<file path="src/rtl/vga_timing_pkg.sv">
// Default 640x480@60 timing constants and the controller state encoding,
// shared by the VGA timing generator and the LED test.
package vga_timing_pkg;

    localparam int unsigned DEF_H_ACTIVE = 640;
    localparam int unsigned DEF_H_FP     = 16;
    localparam int unsigned DEF_H_SYNC   = 96;
    localparam int unsigned DEF_H_BP     = 48;
    localparam int unsigned DEF_V_ACTIVE = 480;
    localparam int unsigned DEF_V_FP     = 10;
    localparam int unsigned DEF_V_SYNC   = 2;
    localparam int unsigned DEF_V_BP     = 33;

    localparam int unsigned CNT_W         = 10;
    localparam int unsigned FC_W          = 8;
    localparam int unsigned SETTLE_CYCLES = 16;
    localparam int unsigned SETTLE_W      = 5;

    typedef enum logic [1:0] {
        IDLE   = 2'd0,
        SETTLE = 2'd1,
        RUN    = 2'd2
    } vga_state_t;

    function automatic logic in_window(input logic [CNT_W-1:0] val,
                                       input logic [CNT_W-1:0] lo,
                                       input logic [CNT_W-1:0] hi);
        return (val >= lo) && (val <= hi);
    endfunction

endpackage

</file>
<file path="src/rtl/vga_axis_counter.sv">
// Wrapping position counter used for both the horizontal and vertical axis.
module vga_axis_counter
    import vga_timing_pkg::*;
#(
    parameter int unsigned TOTAL = 800
) (
    input  logic             clk,
    input  logic             rst,
    input  logic             inc,
    input  logic             clear,
    output logic [CNT_W-1:0] count,
    output logic             wrap
);

    localparam logic [CNT_W-1:0] LAST = CNT_W'(TOTAL - 1);

    assign wrap = inc && (count == LAST);

    always_ff @(posedge clk or posedge rst) begin
        if (rst) begin
            count <= '0;
        end else if (clear) begin
            count <= '0;
        end else if (inc) begin
            count <= wrap ? '0 : count + CNT_W'(1);
        end
    end

endmodule

</file>
<file path="src/rtl/vga_timing_gen.sv">
// VGA sync/timing generator: waits for a settled PLL lock, then scans the
// raster and emits registered sync, blanking, position and frame markers.
module vga_timing_gen
    import vga_timing_pkg::*;
#(
    parameter int unsigned H_ACTIVE = DEF_H_ACTIVE,
    parameter int unsigned H_FP     = DEF_H_FP,
    parameter int unsigned H_SYNC   = DEF_H_SYNC,
    parameter int unsigned H_BP     = DEF_H_BP,
    parameter int unsigned V_ACTIVE = DEF_V_ACTIVE,
    parameter int unsigned V_FP     = DEF_V_FP,
    parameter int unsigned V_SYNC   = DEF_V_SYNC,
    parameter int unsigned V_BP     = DEF_V_BP,
    parameter int unsigned SYNC_NEG = 1
) (
    input  logic             clk,
    input  logic             rst,
    input  logic             pll_locked,
    output logic             hsync,
    output logic             vsync,
    output logic             display_en,
    output logic [CNT_W-1:0] pos_x,
    output logic [CNT_W-1:0] pos_y,
    output logic             line_start,
    output logic             frame_start,
    output logic [FC_W-1:0]  frame_count
);

    localparam int unsigned H_TOTAL = H_ACTIVE + H_FP + H_SYNC + H_BP;
    localparam int unsigned V_TOTAL = V_ACTIVE + V_FP + V_SYNC + V_BP;

    localparam logic [CNT_W-1:0] H_VIS = CNT_W'(H_ACTIVE);
    localparam logic [CNT_W-1:0] HS_LO = CNT_W'(H_ACTIVE + H_FP);
    localparam logic [CNT_W-1:0] HS_HI = CNT_W'(H_ACTIVE + H_FP + H_SYNC - 1);
    localparam logic [CNT_W-1:0] V_VIS = CNT_W'(V_ACTIVE);
    localparam logic [CNT_W-1:0] VS_LO = CNT_W'(V_ACTIVE + V_FP);
    localparam logic [CNT_W-1:0] VS_HI = CNT_W'(V_ACTIVE + V_FP + V_SYNC - 1);

    localparam logic SYNC_OFF = (SYNC_NEG != 0);
    localparam logic SYNC_ON  = (SYNC_NEG == 0);

    logic                lock_meta;
    logic                lock_s;
    vga_state_t          state;
    vga_state_t          state_nxt;
    logic [SETTLE_W-1:0] settle_cnt;
    logic [SETTLE_W-1:0] settle_cnt_nxt;
    logic                run_p0;
    logic [CNT_W-1:0]    h_cnt_p0;
    logic [CNT_W-1:0]    v_cnt_p0;
    logic                h_wrap_p0;
    logic                v_wrap_p0;

    logic                hsync_p1;
    logic                vsync_p1;
    logic                display_en_p1;
    logic [CNT_W-1:0]    pos_x_p1;
    logic [CNT_W-1:0]    pos_y_p1;
    logic                line_start_p1;
    logic                frame_start_p1;
    logic [FC_W-1:0]     frame_count_p1;

    // pll_locked comes from another clock domain
    always_ff @(posedge clk or posedge rst) begin
        if (rst) begin
            lock_meta <= 1'b0;
            lock_s    <= 1'b0;
        end else begin
            lock_meta <= pll_locked;
            lock_s    <= lock_meta;
        end
    end

    always_ff @(posedge clk or posedge rst) begin
        if (rst) begin
            state      <= IDLE;
            settle_cnt <= '0;
        end else begin
            state      <= state_nxt;
            settle_cnt <= settle_cnt_nxt;
        end
    end

    // settle_cnt counts synced-lock samples seen so far, including the IDLE one
    always_comb begin
        state_nxt      = state;
        settle_cnt_nxt = settle_cnt;
        if (!lock_s) begin
            state_nxt      = IDLE;
            settle_cnt_nxt = '0;
        end else begin
            case (state)
                IDLE: begin
                    state_nxt      = SETTLE;
                    settle_cnt_nxt = SETTLE_W'(1);
                end
                SETTLE: begin
                    if (settle_cnt == SETTLE_W'(SETTLE_CYCLES - 1)) begin
                        state_nxt = RUN;
                    end else begin
                        settle_cnt_nxt = settle_cnt + SETTLE_W'(1);
                    end
                end
                RUN:     state_nxt = RUN;
                default: state_nxt = IDLE;
            endcase
        end
    end

    // Gating with lock_s makes a lost lock blank the outputs on the same edge.
    always_comb begin
        run_p0 = (state == RUN) && lock_s;
    end

    // Stage p0: raster position counters
    vga_axis_counter #(.TOTAL(H_TOTAL)) u_h_cnt (
        .clk   (clk),
        .rst   (rst),
        .inc   (run_p0),
        .clear (!run_p0),
        .count (h_cnt_p0),
        .wrap  (h_wrap_p0)
    );

    vga_axis_counter #(.TOTAL(V_TOTAL)) u_v_cnt (
        .clk   (clk),
        .rst   (rst),
        .inc   (h_wrap_p0),
        .clear (!run_p0),
        .count (v_cnt_p0),
        .wrap  (v_wrap_p0)
    );

    // Stage p1: registered outputs decoded from the p0 position
    always_ff @(posedge clk or posedge rst) begin
        if (rst) begin
            hsync_p1       <= SYNC_OFF;
            vsync_p1       <= SYNC_OFF;
            display_en_p1  <= 1'b0;
            pos_x_p1       <= '0;
            pos_y_p1       <= '0;
            line_start_p1  <= 1'b0;
            frame_start_p1 <= 1'b0;
            frame_count_p1 <= '0;
        end else if (run_p0) begin
            hsync_p1       <= in_window(h_cnt_p0, HS_LO, HS_HI) ? SYNC_ON : SYNC_OFF;
            vsync_p1       <= in_window(v_cnt_p0, VS_LO, VS_HI) ? SYNC_ON : SYNC_OFF;
            display_en_p1  <= (h_cnt_p0 < H_VIS) && (v_cnt_p0 < V_VIS);
            pos_x_p1       <= h_cnt_p0;
            pos_y_p1       <= v_cnt_p0;
            line_start_p1  <= (h_cnt_p0 == '0);
            frame_start_p1 <= (h_cnt_p0 == '0) && (v_cnt_p0 == '0);
            if (v_wrap_p0) begin
                frame_count_p1 <= frame_count_p1 + FC_W'(1);
            end
        end else begin
            hsync_p1       <= SYNC_OFF;
            vsync_p1       <= SYNC_OFF;
            display_en_p1  <= 1'b0;
            pos_x_p1       <= '0;
            pos_y_p1       <= '0;
            line_start_p1  <= 1'b0;
            frame_start_p1 <= 1'b0;
        end
    end

    assign hsync       = hsync_p1;
    assign vsync       = vsync_p1;
    assign display_en  = display_en_p1;
    assign pos_x       = pos_x_p1;
    assign pos_y       = pos_y_p1;
    assign line_start  = line_start_p1;
    assign frame_start = frame_start_p1;
    assign frame_count = frame_count_p1;

endmodule

</file>
<file path="config.mk">
export PLATFORM = sky130hd
export DESIGN_NAME = vga_timing_gen
export DESIGN_NICKNAME = d
export VERILOG_FILES = /design/src/rtl/vga_timing_pkg.sv /design/src/rtl/vga_axis_counter.sv /design/src/rtl/vga_timing_gen.sv
export SDC_FILE = /design/constraint.sdc
export NUM_CORES = 1
export LEC_CHECK = 0
export BUFFER_PORTS_ARGS = -buffer_cell sky130_fd_sc_hd__buf_2
export CORE_ASPECT_RATIO = 0.9
export CORE_MARGIN = 4
export CORE_UTILIZATION = 50
export CTS_BUF_LIST = sky130_fd_sc_hd__clkbuf_2
export CTS_CLUSTER_DIAMETER = 50
export CTS_CLUSTER_SIZE = 30
export DETAILED_ROUTE_END_ITERATION = 12
export MAX_ROUTING_LAYER = met4
export PLACE_DENSITY = 0.76
export SLEW_MARGIN = 5
export SYNTH_ARGS = -nofsm -noshare
export SYNTH_HDL_FRONTEND = slang
export SYNTH_SLANG_ARGS = --single-unit
</file>
<file path="constraint.sdc">
create_clock -name clk -period 4.6 [get_ports clk]
set_input_delay 0.46 -clock clk [delete_from_list [all_inputs] [get_ports clk]]
set_output_delay 0.46 -clock clk [all_outputs]
set_load 0.01 [all_outputs]
</file>
Word level (Yosys, flattened, before mapping)
Index checks and enable logic that the tools add are counted.
{"block": "word_totals", "reg_bits": 62, "elab_cells": 65, "inputBits": 3}
{"block": "classes", "muxes": 20, "n_addsub": 4, "n_lt_le_gt_ge": 6, "n_eq_ne": 9, "reduce_logical": 12}
{"op": "$mux W10", "count": 7}
{"op": "$add A10 B1 Y10 const B", "count": 2}
{"op": "$eq A10 B10 Y1 const B", "count": 2}
{"op": "$logic_not A10 Y1", "count": 2}
{"op": "$ge A10 B10 Y1 const B", "count": 1}
{"op": "$ge A10 B9 Y1 const B", "count": 1}
{"op": "$le A10 B10 Y1 const B", "count": 1}
{"op": "$le A10 B9 Y1 const B", "count": 1}
{"op": "$lt A10 B10 Y1 const B", "count": 1}
{"op": "$lt A10 B9 Y1 const B", "count": 1}
{"op": "$mux W5", "count": 2}
{"op": "$pmux W5 S2", "count": 1}
{"op": "$add A8 B1 Y8 const B", "count": 1}
{"op": "$logic_and A1 B1 Y1", "count": 7}
{"op": "$mux W1", "count": 7}
{"op": "$ne A3 B3 Y1 const B", "count": 2}
{"op": "$pmux W2 S3", "count": 1}
{"op": "$add A5 B1 Y5 const B", "count": 1}
{"op": "$eq A5 B4 Y1 const B", "count": 1}
{"op": "$mux W2", "count": 2}
{"op": "$reduce_and A2 Y1", "count": 2}
{"op": "$ne A3 B1 Y1 const B", "count": 1}
{"op": "$eq A2 B1 Y1 const B", "count": 1}
{"op": "$eq A2 B2 Y1 const B", "count": 1}
{"op": "2 further kinds", "count": 2}

Longest topological paths before layout
Gate-level depths: netlist of run 1.
{"block": "logic_depth", "ltp_word": 7, "ltp_mapped": 8, "ltp_nobuf": 7}

Hierarchy
Synthesis of run 1 repeated with hierarchy kept, for this count alone.
{"block": "hier_totals", "hier_cells": 261, "hier_area_um2": 2865.2}
{"mod": "vga_timing_gen", "area_per_inst_um2": 1739.2, "instances": 1, "cells_each": 148, "seq_area_each_um2": 1053.5}
{"mod": "vga_axis_counter (u_v_cnt)", "area_per_inst_um2": 574.3, "instances": 1, "cells_each": 58, "seq_area_each_um2": 250.2}
{"mod": "vga_axis_counter (u_h_cnt)", "area_per_inst_um2": 551.8, "instances": 1, "cells_each": 55, "seq_area_each_um2": 250.2}

Least setup slack after synthesis of run 1
No wires, ideal clock.
{"block": "synth_timing", "path_type": "reg2reg", "startpoint": "reg state[0]", "endpoint": "reg frame_count_p1[1] (netlist: frame_count[1])", "synth_period_minus_slack_ps": 1704, "path_stages_with_launch": 7, "slack_ps": 2896, "arrival_time_ps": 1579, "setup_time_ps": 125, "path_cell_list": "dfrtp_1 -> inv_1 -> ha_1 -> nand2_1 -> nor4_4 -> nand2_2 -> mux2_4"}
{"block": "synth_via", "elab_chain_cells": 5}
{"item": "start: declaration", "line_no": "vga_timing_gen.sv:44", "rtl": "vga_state_t state;"}
{"item": "start signal: assignment", "line_no": "vga_timing_gen.sv:79", "rtl": "state <= state_nxt;"}
{"item": "$eq A2 B2 Y1 *", "line_no": "vga_timing_gen.sv:112", "rtl": "run_p0 = (state == RUN) && lock_s;"}
{"item": "$logic_and A1 B1 Y1 *", "line_no": "vga_timing_gen.sv:112"}
{"item": "$logic_and A1 B1 Y1 (2 in series)", "line_no": "vga_axis_counter.sv:17", "rtl": "assign wrap = inc && (count == LAST);"}
{"item": "$reduce_and A2 Y1 (no line) *"}
{"item": "end signal: assignment", "line_no": "vga_timing_gen.sv:154", "rtl": "frame_count_p1 <= frame_count_p1 + FC_W'(1);"}
{"item": "end: declaration", "line_no": "vga_timing_gen.sv:61", "rtl": "logic [FC_W-1:0] frame_count_p1;"}
Every way passes the cells marked *; elsewhere a longest branch is shown, timed or not.
A chain may end at the register's enable or synchronous reset.

Worst setup path in the final report of run 1
{"block": "layout_timing", "startpoint": "reg state[0]", "endpoint": "reg frame_count_p1[4] (netlist: frame_count[4])"}
Same word-level chain as after synthesis.

==> impl_metrics.yaml, run 1 <==
status:
  status: "finished, final reports clean"
timing:
  period_share: 0.559
  rsz0062_at_grt: "no"
  skew_ns: 0.0296
  slew_headroom: 0.512
  finalCriticalPeriod_ns: 2.57
  clock.fmax_mhz: 389
  slew_viol_final: 0
  tightest_slew_ns: 0.733
  worst_slack_ns: 2.03
  hold_violations: 0
  tns_ns: 0
  setup_viol: 0
routing:
  drt_iter0_drc: 112
  drc: 0
  drt-total-wl_um: 5360
  postRouteAntennaNets: 0
  dr.pass1.iters: 4
  vias: 2066
  wl_per_cell_um: 14.2
  vias_per_cell: 5.48
grt:
  grt_pass1_wl_um: 9130
  antenna_found_initial: 0
  grt_start_max_net_pins: 63
  grt_use_total: 0.175
  grt-ovfl-total: 0
  grt_pass1_vias: 1951
place:
  hpwl_um: 3680
  dpl-instance-area_mm2: 0.00311
  pre_cts_ws_ns: 2.02
  place.gp.congestion: 0.839
  numPortBuffers: 35
logic_synthesis:
  syn-cell-area_mm2: 0.00290
  synthMuxAreaShare: 0.0225
  synth_top_flop_cell: "dfrtp_1"
  synth_area_leaders: "dfrtp_1 52%, and3_1 4.7%, ha_1 4.7%"
  synth_compound_area_frac: 0.0548
  synthAdderAreaFrac: 0.0475
  yosys.area.top_type_share: 0.518
  synthesis.nets: 282
  synth_top_family_by_area: "simple AND/OR/NAND/NOR gates"
  synthSimpleGateAreaFrac: 0.256
  synth_edf_count: 0
  ys_warn_count: 0
  synth_xor_area_frac: 0.0453
  syn_inst: 268
  synth-seq-cells: 62
  synth-async-reset-ratio: 1.00
  synth_largest_area_cell: "dfrtp_1"
  avgSynthCellArea_um2: 10.8
  yosysUniqueCellTypes: 43
  ys_seq_area_frac: 0.536
critical_path:
  required_ns: 4.98
  crit_arrival_ns: 2.96
  critPathBufInv: 1
  crit_fanout: 16
  max_stage_delay_ns: 0.72
  cp-start-kind: "register"
  path_class: "reg2reg"
  cp-end-kind: "register"
  crit_path_cell_trace: "inv_1, ha_1, nand2_1, nor4_4, nand4_1, xnor2_1"
  crit_slowest_cell: "nor4_4"
  path_delay_family: "simple AND/OR/NAND/NOR gates"
die:
  placeableCoreArea_mm2: 0.00566
  die_w_um: 88.2
  ios: 36
  fp-row-count: 26
  start_util: 0.512
  fp.dieH_um: 80.2
  fp.dieArea_mm2: 0.00708
finish:
  seq_area_mm2: 0.00155
  mostFrequentLayoutCell: "dfrtp_1"
  nets: 317
  synthToLayoutAreaGrowth_pct: 9.93
  nFillCells: 503
  drive_above_1_share: 0.202
  final_cell_mix: "60 x dfrtp_1, 35 x buf_2, 22 x and3_1"
  stdcell_area_mm2: 0.00319
  multi_input_area_mm2: 0.00124
  antennaDiodeCount: 0
clock_tree:
  cts_root_buf: "clkbuf_2"
  cts.path.max_buffers: 2
  cts_resized: 0
  htreeDepth: 3
  clock_latency_ns: 0.50
  cts.reportedPaths.clkPinSlew_ns: 0.14
  numCtsBuffers: 9
  cts.sinks: 62
  cts_setup_buffers: 0
  cts_tree: "done"
  hold_buffers: 0
run:
  maxCapViolCount: 0
pwr:
  power_leakage_nw: 1.61
  p_total_mw: 0.970
  powerDensity_mw_per_mm2: 305
  vdd.ir_drop.worst_mv: 0.177
min_path:
  worstHoldPathType: "in2reg"
## per-layer routing
layer,routed length (µm),vias to the layer above,part of all wire,GRT usage
li1,-,1003,-,-
met1,2510,1004,0.47,0.229
met2,2440,50,0.46,0.250
met3,328,9,0.061,0.0667
met4,74,0,0.014,0.0589
met5,0,-,0,-
## flip-flops by register name (all words and copies together) (netlist names), 2 cells and up
signal,count
pos_x,10
state,2
frame_count,8
settle_cnt,5
pos_y,10
u_h_cnt.count,10
u_v_cnt.count,10
## cell families (layout without fill, tap and decap cells)
family	after synthesis	in the layout
flip-flops	62	62
adder cells (fa/ha/maj)	11	11
multiplexers	6	6
AND/OR/NAND/NOR	123	123
AO/OA/AOI/OAI	25	25
XOR/XNOR	15	15
buffers and inverters	26	65
## cell usage after synthesis, drive strengths merged (4+ instances only)
| library cell | n |
|---|---|
| and3 | 23 |
| and4 | 4 |
| nand4 | 6 |
| nand3 | 18 |
| nor2b | 8 |
| nor3 | 6 |
| xnor2 | 6 |
| mux2i | 5 |
| nand2 | 14 |
| dfrtp | 60 |
| a31oi | 6 |
| nand4b | 4 |
| ha | 11 |
| clkbuf | 7 |
| nor2 | 21 |
| buf | 5 |
| xor2 | 9 |
| nor4 | 4 |
| and2 | 6 |
| inv | 14 |
| o21ai | 9 |
## area by class of cell
type | count | area share
Inverter | 14 | 0.0165
Clock buffer | 11 | 0.0173
Timing Repair Buffer | 36 | 0.0573
Tap cell | 70 | 0.0275
Clock inverter | 4 | 0.00550
Multi-Input combinational cell | 180 | 0.388
Sequential cell | 62 | 0.488
## worst register-to-register path: cells and delay by family, from the launching register on
family	cells	cell delay, ns
xor+xnor	1	0.16
fa+ha+maj	1	0.44
buf+inv	1	0.09
flops	1	0.42
simple gates	3	1.38
## path summary, 6_finish.rpt
kind	startpoint	depth (start not counted)	end	slack (ns)
max	state[0]$_DFFE_PP0P_	6	frame_count[4]$_DFFE_PP0P_	2.03
min	pll_locked	1	lock_meta$_DFF_PP0_	0.08
max reg2reg	state[0]$_DFFE_PP0P_	6	frame_count[4]$_DFFE_PP0P_	2.03
min reg2reg	lock_meta$_DFF_PP0_	0	lock_s$_DFF_PP0_	0.35
max in group asynchronous	rst	3	u_h_cnt.count[6]$_DFF_PP0_	3.95
min in group asynchronous	rst	3	frame_start$_DFF_PP0_	0.15
## power by group
part,internal (mW),switching (mW)
Clock,0.0676,0.178
Combinational,0.0564,0.0903
Sequential,0.563,0.0149
## stage by stage
stage / std cells / hold WS [ns] / util
floorplan: 268 / 0.331 / -
finish: 377 / 0.0836 / 0.563
CTS: 377 / 0.0372 / 0.563
global placement: 362 / 0.336 / 0.550
global route: 377 / 0.0164 / 0.563
detailed placement: 362 / 0.337 / 0.550
No activity file was read; power rests on OpenSTA's default activity.
==> run 2, diff against run 1 <==
- ABC_AREA: unset -> 1
- clock period: 4.6 -> 2.5 ns (I/O delays scaled with it)
==> impl_metrics.yaml, run 2 <==
logic_synthesis:
  ys_seq_area_frac: 0.537
  yosysMostFrequentCell: "nand2_1"
  ys_warn_count: 0
  synth_edf_count: 0
  synth_largest_area_cell: "dfrtp_1"
  synth_common_cells: "75 x nand2_1, 60 x dfrtp_1, 51 x nor2_1, 39 x inv_1, 32 x nand3_1"
  synth_top_flop_cell: "dfrtp_1"
  avgSynthCellArea_um2: 8.68
  synthesis.nets: 347
  syn_inst: 333
  synth_area_leaders: "dfrtp_1 52%, nand2_1 9.7%, nor2_1 6.6%"
  synth-seq-cells: 62
  yosysUniqueCellTypes: 28
  synth-async-reset-ratio: 1.00
  syn-cell-area_mm2: 0.00289
  yosys.area.top_type_share: 0.519
finish:
  nets: 393
  final_cell_mix: "75 x nand2_1, 60 x dfrtp_1, 51 x nor2_1"
  nFillCells: 488
  antennaDiodeCount: 0
  mostFrequentLayoutCell: "nand2_1"
  utilization: 0.617
  synthToLayoutAreaGrowth_pct: 15.4
  drive_above_1_share: 0.169
  stdcell_area_mm2: 0.00334
critical_path:
  cp-start-kind: "register"
  path_class: "reg2reg"
  rrSetupSlack_ns: 0.80
  crit_fanout: 5
  crit_arrival_ns: 2.12
  required_ns: 2.92
  cp-end-kind: "register"
grt:
  grt_use_total: 0.197
  grt_start_max_net_pins: 34
  grt-ovfl-total: 0
  antenna_found_initial: 0
  grt_pass1_wl_um: 10400
  grt_pass1_vias: 2260
clock_tree:
  hold_buffers: 2
  cts_setup_buffers: 0
  cts_root_buf: "clkbuf_2"
  clock_latency_ns: 0.49
  numCtsBuffers: 9
  cts_resized: 0
  cts.reportedPaths.clkPinSlew_ns: 0.18
  cts.path.max_buffers: 2
  htreeDepth: 3
  cts.sinks: 62
  cts_tree: "done"
pwr:
  p_clk_frac: 0.382
  powerDensity_mw_per_mm2: 620
  p_sw_frac: 0.260
  p_switching_mw: 0.539
  power_leakage_nw: 1.72
  internal-power_mw: 1.53
  comb_power_share: 0.102
  p_seq_frac: 0.517
  vdd.ir_drop.worst_mv: 0.395
timing:
  setup_viol: 0
  rsz0062_at_grt: "no"
  tns_ns: 0
  clock.fmax_mhz: 589
  period_share: 0.680
  slew_viol_final: 0
  hold_violations: 0
  tightest_slew_ns: 0.645
  skew_ns: 0.0242
  holdWs_ns: 0.367
  slew_headroom: 0.570
  finalCriticalPeriod_ns: 1.70
run:
  maxCapViolCount: 0
routing:
  postRouteAntennaNets: 0
  vias: 2321
  dr.pass1.iters: 4
  wl_per_cell_um: 12.9
  drt_iter0_drc: 187
  drc: 0
  drt-total-wl_um: 5800
  vias_per_cell: 5.15
place:
  hpwl_um: 4180
  place.gp.congestion: 0.925
  numPortBuffers: 35
  dpl-instance-area_mm2: 0.00316
die:
  die_w_um: 88.2
  fp.dieArea_mm2: 0.00707
  fp-row-count: 25
  ios: 36
  start_util: 0.534
  fp.dieH_um: 80.1
  placeableCoreArea_mm2: 0.00541
status:
  status: "finished, final reports clean"
min_path:
  worstHoldPathType: "in2async"
-- run 2: changes by cell type in the layout (fill, tap and decap cells not counted), moves of 5 or more --
cell,before,now
nand2_1,13,75
nor2_1,21,51
inv_1,13,38
and3_1,22,0
nand3_1,18,32
nor2b_1,8,0
o21ai_0,5,12
and2_1,6,0
a31oi_1,5,0
mux2i_1,5,0
-- run 2: kinds of logic after synthesis --
group,after synthesis,synth area share
AOI/OAI and AO/OA,22,0.0415
xor gates and xnor gates,11,0.0333
adders and majority gates,11,0.0476
buffers and inverters,44,0.0580
DFF,62,0.537
and+or+nand+nor,183,0.282
-- run 2: routing by layer --
metal / GRT usage / vias to the layer above / wire length, µm
met5: - / - / 0
met4: 0.0589 / 0 / 63
met3: 0.0718 / 9 / 383
met2: 0.288 / 66 / 2650
met1: 0.258 / 1095 / 2700
li1: - / 1151 / -
-- run 2: path summary, 6_finish.rpt --
check | start | endpoint | cells after the start
setup / recovery | settle_cnt[0]$_DFFE_PP0P_ | settle_cnt[0]$_DFFE_PP0P_ | 9
hold / removal | rst | u_v_cnt.count[8]$_DFFE_PP0P_ | 3
setup reg to reg | settle_cnt[0]$_DFFE_PP0P_ | settle_cnt[0]$_DFFE_PP0P_ | 9
hold reg to reg | lock_meta$_DFF_PP0_ | lock_s$_DFF_PP0_ | 0
max in group asynchronous | rst | pos_x[8]$_DFF_PP0_ | 4
min in group clk | lock_meta$_DFF_PP0_ | lock_s$_DFF_PP0_ | 0
-- run 2: area by class of cell --
class                      instances  area, µm²  area share
timing repair buffer              39        223      0.0667
clock buffer                       9       45.0      0.0135
sequential                        62       1550       0.466
tap                               67       83.8      0.0251
inverter                          40        150      0.0450
clock inverter                     7        113      0.0337
multi-input combinational        227       1170       0.350
-- run 2: worst max-delay path: stages (launching register included) --
cell      delay [ns]
dfrtp_1         0.44
ha_1            0.22
nand2_1         0.06
nor2_1          0.04
ha_1            0.16
nor2_1          0.26
inv_1           0.15
nand2_1         0.13
o211ai_1        0.08
o21ai_0         0.08
-- run 2: stage by stage --
stage	setup WS, ns	total power, mW	std cells
6_report	0.801	2.07	451
3_3_place_gp	0.873	1.29	433
4_1_cts	0.791	2.10	451
2_1_floorplan	0.712	1.23	333
3_5_place_dp	0.825	1.30	433
5_1_grt	0.595	2.20	451
-- run 2: power groups by stage --
stage / clock (mW) / sequential [mW] / combinational (mW)
after CTS: 0.811 / 1.07 / 0.215
after global routing: 0.872 / 1.08 / 0.248
after detailed placement: 0 / 1.09 / 0.211
final: 0.790 / 1.07 / 0.210
after global placement: 0 / 1.08 / 0.202
after floorplan: 0 / 1.09 / 0.145
==> run 3, diff against run 2 <==
- clock period: 2.5 -> 1.6 ns (I/O delays scaled with it)
==> impl_metrics.yaml, run 3 (synthesis results as in run 2) <==
die:
  fp-row-count: 25
  placeableCoreArea_mm2: 0.00541
  fp.dieArea_mm2: 0.00707
  start_util: 0.534
  fp.dieH_um: 80.1
  die_w_um: 88.2
  ios: 36
grt:
  gr-max-usage-layer: "met2"
  grt-ovfl-total: 0
  gr-usage-met3: 0.0687
  grt_use_total: 0.188
  grt_start_max_net_pins: 49
  grt_pass1_vias: 2297
  use_met1: 0.240
  antenna_found_initial: 0
  met2_usage: 0.274
  grt_pass1_wl_um: 10000
clock_tree:
  cts.sinks: 62
  cts_root_buf: "clkbuf_2"
  cts.reportedPaths.clkPinSlew_ns: 0.17
  clock_latency_ns: 0.49
  cts_tree: "done"
  cts.path.max_buffers: 2
  htreeDepth: 3
  numCtsBuffers: 9
critical_path:
  cp-end-kind: "register"
  crit_fanout: 8
  required_ns: 2.01
  cp-start-kind: "register"
  path_class: "reg2reg"
  crit_arrival_ns: 1.95
routing:
  wl_per_cell_um: 12.8
  postRouteAntennaNets: 0
  drt_iter0_drc: 193
  dr.pass1.iters: 4
  drt-total-wl_um: 5870
  drc: 0
  vias: 2391
  vias_per_cell: 5.20
finish:
  antennaDiodeCount: 0
  nFillCells: 471
  synthToLayoutAreaGrowth_pct: 18.2
  drive_above_1_share: 0.224
  mostFrequentLayoutCell: "nand2_1"
  nets: 403
  final_cell_mix: "74 x nand2_1, 60 x dfrtp_1, 47 x nor2_1"
  stdcell_area_mm2: 0.00342
  multi_input_area_mm2: 0.00124
  seq_area_mm2: 0.00155
place:
  dpl-instance-area_mm2: 0.00323
  place.gp.congestion: 0.926
  hpwl_um: 4120
  numPortBuffers: 35
pwr:
  powerDensity_mw_per_mm2: 820
  power_leakage_nw: 1.75
  vdd.ir_drop.worst_mv: 0.448
timing:
  tns_ns: 0
  rsz0062_at_grt: "yes"
  hold_violations: 0
  slew_headroom: 0.755
  tightest_slew_ns: 0.367
  slew_viol_final: 0
  skew_ns: 0.0256
  clock.fmax_mhz: 651
  setup_viol: 0
  period_share: 0.959
  finalCriticalPeriod_ns: 1.54
run:
  maxCapViolCount: 0
status:
  status: "finished, final reports clean"
min_path:
  worstHoldPathType: "in2async"
-- run 3: cell types whose count changed in the layout (fill, tap and decap cells not counted), moves of 3 or more --
cell       before  now
bufinv_16       3    0
nand3_1        32   29
buf_4           1   10
nor2_1         51   47
o21ai_1         1    5
o21ai_0        12    7
-- run 3: where the power goes --
| group | internal [mW] | leakage [nW] | total [mW] | switching (mW) |
|---|---|---|---|---|
| sequential | 1.63 | 0.850 | 1.67 | 0.0399 |
| combinational | 0.164 | 0.839 | 0.424 | 0.261 |
| clock | 0.195 | 0.0566 | 0.710 | 0.516 |
-- run 3: timing repair --
item | 4_1_cts | 5_1_grt
hold endpoints to repair | 62 | 0
buffers inserted | 0 | 3
hold buffers | 2 | 0
resized for setup | 1 | 24
endpoints found under the setup margin | 4 | 29
pin swaps | 0 | 7
-- run 3: final cells by class --
class / instances / area share
sequential: 62 / 0.455
multi-input combinational: 227 / 0.364
tap: 67 / 0.0245
inverter: 40 / 0.0450
timing repair buffer: 49 / 0.0908
clock buffer: 11 / 0.0161
clock inverter: 4 / 0.00512
-- run 3: worst paths after layout --
| check | start | to | slack [ns] | cells past startpoint |
|---|---|---|---|---|
| worst min-delay path | rst | frame_count[7]$_DFFE_PP0P_ | 0.17 | 3 |
| worst max register to register | u_h_cnt.count[1]$_DFF_PP0_ | u_v_cnt.count[4]$_DFFE_PP0P_ | 0.06 | 7 |
| worst min register to register | lock_meta$_DFF_PP0_ | lock_s$_DFF_PP0_ | 0.37 | 0 |
| max in group asynchronous | rst | hsync$_DFF_PP1_ | 0.84 | 4 |
| worst max-delay path | u_h_cnt.count[1]$_DFF_PP0_ | u_v_cnt.count[4]$_DFFE_PP0P_ | 0.06 | 7 |
| min in group clk | pll_locked | lock_meta$_DFF_PP0_ | 0.35 | 2 |
-- run 3: routing by layer --
layer,vias to the layer above,share of wire
li1,1172,-
met1,1135,0.46
met2,75,0.46
met3,9,0.072
met4,0,0.010
met5,-,0
-- run 3: stage by stage --
stage                     power (mW)  hold slack, ns  cells   util  worst slack (ns)
after floorplan                 1.92           0.191    333      -             0.117
after global placement          2.05           0.156    440  0.597            0.0512
after detailed placement        2.07           0.162    440  0.597           -0.0392
after CTS                       2.79           0.146    457  0.614            0.0158
after global routing            2.99           0.152    460  0.632           -0.0812
final                           2.80           0.166    460  0.632            0.0649
-- run 3: worst max-delay path, cell delays in order, from the launching register on --
cell and delay, ns:
dfrtp_1 0.46, ha_4 0.17, nand3_4 0.09, nor2_4 0.16
nand3_4 0.14, nor2_4 0.26, nand3_1 0.10, nand2_1 0.07
